<file path="src/rtl/serial_panel_io.sv">
// serial_panel_io
//   Drives a serial LED shift register and reads a serial DIP-switch shift
//   register over a shared shift clock. One transfer does the following:
//   parallel-load the DIP register, shift WIDTH bits in both directions
//   (MSB first), latch the LED word, then publish the captured DIP word.
//
// Ports
//   i_CLK       system clock
//   i_RST_N     asynchronous active-low reset
//   i_Start     transfer request; sampled only while idle
//   i_LED       LED pattern, captured when i_Start is accepted
//   o_Busy      high while a transfer is in progress
//   o_PSCLK     serial shift clock
//   o_LEDData   serial LED data, MSB first
//   o_LEDLatch  LED commit pulse (2*HALF_DIV cycles)
//   o_DIPLatch  DIP parallel-load pulse (2*HALF_DIV cycles)
//   i_DIPData   serial DIP data, MSB first
//   o_DIP       last complete DIP word
//   o_DIPValid  one-cycle pulse when o_DIP updates
module serial_panel_io #(
    parameter int WIDTH    = 8,
    parameter int HALF_DIV = 4
) (
    input  logic             i_CLK,
    input  logic             i_RST_N,
    input  logic             i_Start,
    input  logic [WIDTH-1:0] i_LED,
    output logic             o_Busy,
    output logic             o_PSCLK,
    output logic             o_LEDData,
    output logic             o_LEDLatch,
    output logic             o_DIPLatch,
    input  logic             i_DIPData,
    output logic [WIDTH-1:0] o_DIP,
    output logic             o_DIPValid
);

    localparam int BW = (WIDTH > 1) ? $clog2(WIDTH) : 1;

    typedef enum logic [2:0] {
        S_IDLE,
        S_LOAD,
        S_SHIFT,
        S_LATCH,
        S_DONE
    } state_t;

    state_t           state_q;
    logic [7:0]       presc_q;
    logic             phase_q;   // 0 = first half-period, 1 = second
    logic [BW-1:0]    bit_q;
    logic [WIDTH-1:0] led_sh_q;
    logic [WIDTH-1:0] dcap_q;
    logic             busy_q;
    logic             psclk_q;
    logic             led_data_q;
    logic             led_latch_q;
    logic             dip_latch_q;
    logic [WIDTH-1:0] dip_q;
    logic             dip_valid_q;
    logic             half_tick;

    assign half_tick = (presc_q == 8'(HALF_DIV - 1));

    always_ff @(posedge i_CLK or negedge i_RST_N) begin
        if (!i_RST_N) begin
            state_q     <= S_IDLE;
            presc_q     <= '0;
            phase_q     <= 1'b0;
            bit_q       <= '0;
            led_sh_q    <= '0;
            dcap_q      <= '0;
            busy_q      <= 1'b0;
            psclk_q     <= 1'b0;
            led_data_q  <= 1'b0;
            led_latch_q <= 1'b0;
            dip_latch_q <= 1'b0;
            dip_q       <= '0;
            dip_valid_q <= 1'b0;
        end else begin
            dip_valid_q <= 1'b0;

            // Prescaler only runs while a timed phase is active.
            if (state_q == S_IDLE || state_q == S_DONE) begin
                presc_q <= '0;
                phase_q <= 1'b0;
            end else begin
                presc_q <= half_tick ? '0 : presc_q + 8'd1;
                if (half_tick) begin
                    phase_q <= ~phase_q;
                end
            end

            case (state_q)
                S_IDLE: begin
                    if (i_Start) begin
                        led_sh_q    <= i_LED;
                        bit_q       <= '0;
                        busy_q      <= 1'b1;
                        dip_latch_q <= 1'b1;
                        state_q     <= S_LOAD;
                    end
                end
                S_LOAD: begin
                    if (half_tick && phase_q) begin
                        dip_latch_q <= 1'b0;
                        led_data_q  <= led_sh_q[WIDTH-1];
                        led_sh_q    <= led_sh_q << 1;
                        state_q     <= S_SHIFT;
                    end
                end
                S_SHIFT: begin
                    if (half_tick) begin
                        if (!phase_q) begin
                            // Rising shift clock: sample DIP bit at the same edge.
                            psclk_q <= 1'b1;
                            dcap_q  <= {dcap_q[WIDTH-2:0], i_DIPData};
                        end else begin
                            psclk_q <= 1'b0;
                            if (bit_q == BW'(WIDTH - 1)) begin
                                led_data_q  <= 1'b0;
                                led_latch_q <= 1'b1;
                                state_q     <= S_LATCH;
                            end else begin
                                bit_q      <= bit_q + 1'b1;
                                led_data_q <= led_sh_q[WIDTH-1];
                                led_sh_q   <= led_sh_q << 1;
                            end
                        end
                    end
                end
                S_LATCH: begin
                    if (half_tick && phase_q) begin
                        led_latch_q <= 1'b0;
                        dip_q       <= dcap_q;
                        dip_valid_q <= 1'b1;
                        state_q     <= S_DONE;
                    end
                end
                S_DONE: begin
                    busy_q  <= 1'b0;
                    state_q <= S_IDLE;
                end
                default: begin
                    state_q <= S_IDLE;
                end
            endcase
        end
    end

    assign o_Busy     = busy_q;
    assign o_PSCLK    = psclk_q;
    assign o_LEDData  = led_data_q;
    assign o_LEDLatch = led_latch_q;
    assign o_DIPLatch = dip_latch_q;
    assign o_DIP      = dip_q;
    assign o_DIPValid = dip_valid_q;

endmodule

</file>
<file path="config.mk">
export PLATFORM = sky130hd
export DESIGN_NAME = serial_panel_io
export DESIGN_NICKNAME = d
export VERILOG_FILES = /design/src/rtl/serial_panel_io.sv
export SDC_FILE = /design/constraint.sdc
export NUM_CORES = 1
export LEC_CHECK = 0
export CAP_MARGIN = 15
export CORE_AREA = 4 4 67 69
export CTS_CLUSTER_DIAMETER = 120
export DETAILED_ROUTE_END_ITERATION = 10
export DIE_AREA = 0 0 71 73
export MAX_ROUTING_LAYER = met4
export PLACE_DENSITY = 0.76
export SLEW_MARGIN = 20
export SYNTH_ARGS = -nofsm -noshare
export SYNTH_HDL_FRONTEND = slang
export SYNTH_SLANG_ARGS = --single-unit
export TNS_END_PERCENT = 20
</file>
<file path="constraint.sdc">
create_clock -name i_CLK -period 2.31 [get_ports i_CLK]
set_input_delay 0.3465 -clock i_CLK [delete_from_list [all_inputs] [get_ports i_CLK]]
set_output_delay 0.3465 -clock i_CLK [all_outputs]
set_load 0.03 [all_outputs]
</file>
==> metrics, run 1 <==
dpl hpwl=2860 um; top-count cell post-synth=dfrtp_1; worst-path fanout max=8; Place WS=0.153 ns; Cell Area, Placed=2400 um^2; Tot GR Track Use=18.2%; fin cells=270; Worst slew margin=57.8%; top post-synthesis cells by area=dfrtp_1, mux2_2, nand2_1; Antenna Nets Post-Route=0; internal power component=1.93 mW; IR drop worst, VDD=0.000658 V; final hold slack=0.481 ns; sw frac=34.9%; routed vias=1448; vias in the first global route=1523; Top Ports=26; Die Wd=71 um; Clk pwr share=19.9%; initial antenna violation count=0; max_cap viols=0; fin util=64.5%; Die H=73 um; CP Launch Type=flop; Primary FF master, synth=dfrtp_1; Gate Count Post-Synth=183; PwrDens=1170 nW/um^2; crit path capture type=flop; CTS tree=yes; # clock sinks=45; Synth Warn #=0; power consumption=2.96 mW; area grow syn2layout=22.5%; Routed WL=3960 um; Fmax=0.465 GHz; DRT Pass-1 Iters=4; final setup fails=0; 1st-iter DRT viols=49; final setup skew=0.0107 ns; count of buffers from port buffering=25; Layout Cell Area excl Fill=2520 um^2; syn avg cell area=11.3 um^2; fin. max-slew vios=0; largest net degree at the start of global routing=31; type of the worst setup path=reg -> reg; outcome=finished clean; dpl cells=261; clk slew on worst S/H paths=0.09 ns; flops & latches, synth=45; first-pass GRT wire length=7280 um; Flop pwr share=40.8%; Synth cell types=34; Core ar.=3910 um^2; CTS buffer count=5; RSZ-0062 raised after global routing=false; Critical Path RT=2.50 ns; synth cell count leaders=dfrtp_1, nand2_1, mux2_2; register area share after synthesis=54.6%; EDFF count, synth=0; worst hold-check path type=reg -> reg; Final WS setup=0.160 ns; Antenna Cells=0; WL per Instance=14.7 um; measured slew at the worst slew-check pin=0.630 ns; area fraction of the dominant cell type after synthesis=54.6%; H-tree depth=2; Clock Latency Late Sink=0.30 ns; min Tclk post-route=2.15 ns; Starting Density=52.7%; Net Count, Synth=198; DRC Markers=0; Static Leak=1.16 nW; Yosys top cell by area=dfrtp_1; CTS max path bufs=2; nets=234; Async SR Flop Fraction=100%; Post-Synthesis Cell Area=2060 um^2; Gate power share=39.3%; total negative setup slack=0 ns; Die Area=5180 um^2; layout cells sized above 1=20.9%; floorplan row count=23; GRT overflow=0; Arrival @ worst endpoint=2.34 ns; Switch Pwr=1.03 mW; Root Buffer=clkbuf_8; final hold vios=0; Via-to-Cell Ratio=5.36; fin crit share=93.1%; GP Congestion=0.828
what timing repair did:
action | CTS | global route
buffers inserted | 0 | 0
hold buffers | 1 | 0
gates resized for setup | 0 | 0
hold endpoints to repair | 15 | 0
flip-flops by register name, indices dropped and copies added (netlist names), 3 cells and up:
signal and count:
led_sh_q 8, dcap_q 8, o_DIP 8, bit_q 3, presc_q 8, state_q 3
kinds of logic after synthesis:
| group | after synthesis | share of synthesized area [%] |
|---|---|---|
| buffers and inverters | 9 | 1.82 |
| muxes | 24 | 13.1 |
| DFF | 45 | 54.6 |
| adders and majority gates | 3 | 1.82 |
| AOI/OAI and AO/OA | 14 | 5.22 |
| and+or+nand+nor | 79 | 19.6 |
| xor gates and xnor gates | 9 | 3.83 |
area by class of cell:
cell class	instances	area (um^2)
multi-input cells	129	897
clock buffers	6	72.6
well taps	50	62.6
flip-flops and latches	45	1130
repair buffers	33	308
inverters	5	18.8
fillers	333	1390
clock inverters	2	38.8
per-layer routing:
layer / wire length, um / track usage, %
met4: 55 / 5.64
met3: 114 / 3.99
met1: 1740 / 22.4
met5: 0 / -
met2: 2050 / 30.2
path summary, 6_finish.rpt:
path | startpoint | endpoint | slack, ns | cells after the start
min in group asynchronous | i_RST_N | phase_q | 0.50 | 2
max in group asynchronous | i_RST_N | dcap_q[6] | 1.11 | 3
worst max register to register | bit_q[0] | led_sh_q[4] | 0.16 | 6
worst min-delay path | presc_q[0] | presc_q[0] | 0.48 | 1
worst max-delay path | bit_q[0] | led_sh_q[4] | 0.16 | 6
worst min register to register | presc_q[0] | presc_q[0] | 0.48 | 1
critical path: stages, from the launching register on:
cell and delay (ns):
dfrtp_1 0.41, ha_1 0.21, ha_1 0.23, and3b_1 0.26, nor2_1 0.08, a221oi_4 0.46
mux2_2 0.39
layout by cell type (no fill, tap or decap), types with 2 or more instances in the layout:
master	synthesis	layout
nor3_1	2	2
buf_4	0	7
nand4_1	3	3
nand2_1	32	32
dfrtp_1	45	45
clkdlybuf4s50_1	0	24
xnor2_1	6	6
inv_1	4	4
nor2b_1	3	3
xor2_1	3	3
nand3_1	12	12
clkbuf_8	0	5
a21oi_1	6	6
mux2_2	24	24
nor2_1	17	17
ha_1	3	3
power groups by stage:
stage	sequential [mW]	combinational, mW	clock, mW
6_report	1.21	1.16	0.590
5_1_grt	1.24	1.30	0.643
4_1_cts	1.21	1.18	0.604
3_5_place_dp	1.22	1.17	0
3_3_place_gp	1.20	1.13	0
2_1_floorplan	1.20	0.831	0
(Power assumes the default switching activity.)
==> run 2: changes to the inputs <==
Settings changed: CTS_CLUSTER_DIAMETER 120 to default.
==> results of run 2 <==
The final DEF is identical to that of run 1; final timing and power are the same.
==> run 3: changes to the inputs <==
Settings changed: CTS_BUF_LIST from default to sky130_fd_sc_hd__clkbuf_8.
==> metrics, run 3 (synthesis gave the netlist of run 1 again) <==
Flop pwr share=40.8% (about the same); first-pass GRT wire length=7280 um (unchanged); Antenna Cells=0 (unchanged); fin. max-slew vios=0 (unchanged); Die H=73 um (unchanged); vias in the first global route=1523 (unchanged); CP Launch Type=flop; GP Congestion=0.828 (unchanged); Static Leak=1.17 nW (+0.36%); Fmax=0.465 GHz (about the same); power consumption=2.95 mW (-0.14%); routed vias=1448 (unchanged); layout cells sized above 1=20.9% (unchanged); Worst slew margin=57.8% (unchanged); largest net degree at the start of global routing=31 (unchanged); CP most frequent cell=ha_1; dpl cells=261 (unchanged); nets=234 (unchanged); Critical Path RT=2.50 ns (about the same); Routed WL=3960 um (about the same); worst hold-check path type=reg -> reg; commonest cells after routing, fill and taps aside=dfrtp_1, nand2_1, mux2_2, clkdlybuf4s50_1, nor2_1; Core ar.=3910 um^2 (unchanged); final setup fails=0 (unchanged); Antenna Nets Post-Route=0 (unchanged); fin crit share=93.1% (about the same); type of the worst setup path=reg -> reg; Via-to-Cell Ratio=5.36 (unchanged); clk slew on worst S/H paths=0.09 ns (about the same); count of buffers from port buffering=25 (unchanged); Resize count post-CTS=0 (unchanged); measured slew at the worst slew-check pin=0.630 ns (-0.000000477 ns); Starting Density=52.7% (unchanged); Switch Pwr=1.03 mW (about the same); WP buf/inv=0 (unchanged); Gate power share=39.3% (about the same); # fillers=333 (unchanged); DRT Pass-1 Iters=4 (unchanged); Top Ports=26 (unchanged); final setup skew=0.0107 ns (+0.0000168 ns); Tot GR Track Use=18.2% (unchanged); final hold slack=0.481 ns (unchanged); crit path capture type=flop; worst-path fanout max=8 (unchanged); max_cap viols=0 (unchanged); CTS buffer count=5 (unchanged); cells along the critical path=ha_1 > ha_1 > and3b_1 > nor2_1 > a221oi_4 > mux2_2; H-tree depth=2 (unchanged); IR drop worst, VDD=0.000658 V (unchanged); Die Wd=71 um (unchanged); PwrDens=1170 nW/um^2 (-0.14%); CTS max path bufs=2 (unchanged); internal power component=1.92 mW (-0.23%); slowest stage delay, CP=0.46 ns (about the same); final hold vios=0 (unchanged); RSZ-0062 raised after global routing=false; Root Buffer=clkbuf_8; CTS tree=yes; kind of cell adding the most delay to the critical path=compound AO/OA/AOI/OAI gates; sw frac=35.0% (+0.055 points); floorplan row count=23 (unchanged); outcome=finished clean; initial antenna violation count=0 (unchanged); fin cells=270 (unchanged); Die Area=5180 um^2 (unchanged); dpl hpwl=2860 um (unchanged); GRT overflow=0 (unchanged); most common cell after layout, fill and taps aside=dfrtp_1; 1st-iter DRT viols=49 (unchanged); Clock Latency Late Sink=0.30 ns (about the same); Arrival @ worst endpoint=2.34 ns (about the same); area grow syn2layout=22.5% (unchanged); Clk pwr share=19.8% (about the same); WL per Instance=14.7 um (about the same); min Tclk post-route=2.15 ns (-0.0000220 ns); total negative setup slack=0 ns (unchanged); # clock sinks=45 (unchanged); DRC Markers=0 (unchanged); CP max stage cell=a221oi_4
## run 3: cell types whose count changed in the layout (fill, tap and decap cells not counted)
cell,change
clkbuf_1,-1
inv_1,+1
## run 3: per-stage QoR
stage	worst slack [ns]	instance area, um^2	util [%]
2_1_floorplan	0.331	2060	-
3_3_place_gp	0.186	2400	61.4
3_5_place_dp	0.153	2400	61.4
4_1_cts	0.148	2520	64.5
5_1_grt	0.0759	2520	64.5
6_report	0.160	2520	64.5
## run 3: cell type report
type	count	area, um^2	area share (%)
clock buffer	5	68.8	2.73
clock inverter	3	42.5	1.69
inverter	5	18.8	0.744
multi-input combinational	129	897	35.5
sequential	45	1130	44.6
tap	50	62.6	2.48
timing repair buffer	33	308	12.2
## run 3: timing repair
| action | in CTS | in global routing |
|---|---|---|
| hold endpoints to repair | 15 | 0 |
| hold buffers | 1 | 0 |
| setup buffers | 0 | 0 |
## run 3: power groups by stage
stage / clock network, mW / registers [mW] / logic, mW
final: 0.586 / 1.21 / 1.16
after global routing: 0.639 / 1.24 / 1.30
after CTS: 0.600 / 1.21 / 1.18
after detailed placement: 0 / 1.22 / 1.17
after global placement: 0 / 1.20 / 1.13
after floorplan: 0 / 1.20 / 0.831
## run 3: final timing paths
kind | to | slack (ns) | cells past startpoint | start
max | led_sh_q[4] | 0.16 | 6 | bit_q[0]
min | presc_q[0] | 0.48 | 1 | presc_q[0]
max reg2reg | led_sh_q[4] | 0.16 | 6 | bit_q[0]
min reg2reg | presc_q[0] | 0.48 | 1 | presc_q[0]
max in group asynchronous | dcap_q[6] | 1.11 | 3 | i_RST_N
min in group asynchronous | phase_q | 0.50 | 2 | i_RST_N
## run 3: worst register-to-register path: stages (launching register included)
cell and delay (ns):
dfrtp_1 0.41, ha_1 0.21, ha_1 0.23, and3b_1 0.26, nor2_1 0.08, a221oi_4 0.46
mux2_2 0.39
## run 3: metal layers
metal / vias to the layer above / track usage [%] / wire (um)
met5: - / - / 0
met3: 6 / 3.99 / 114
met2: 21 / 30.2 / 2050
met4: 0 / 5.64 / 55
met1: 727 / 22.4 / 1740
li1: 694 / - / -
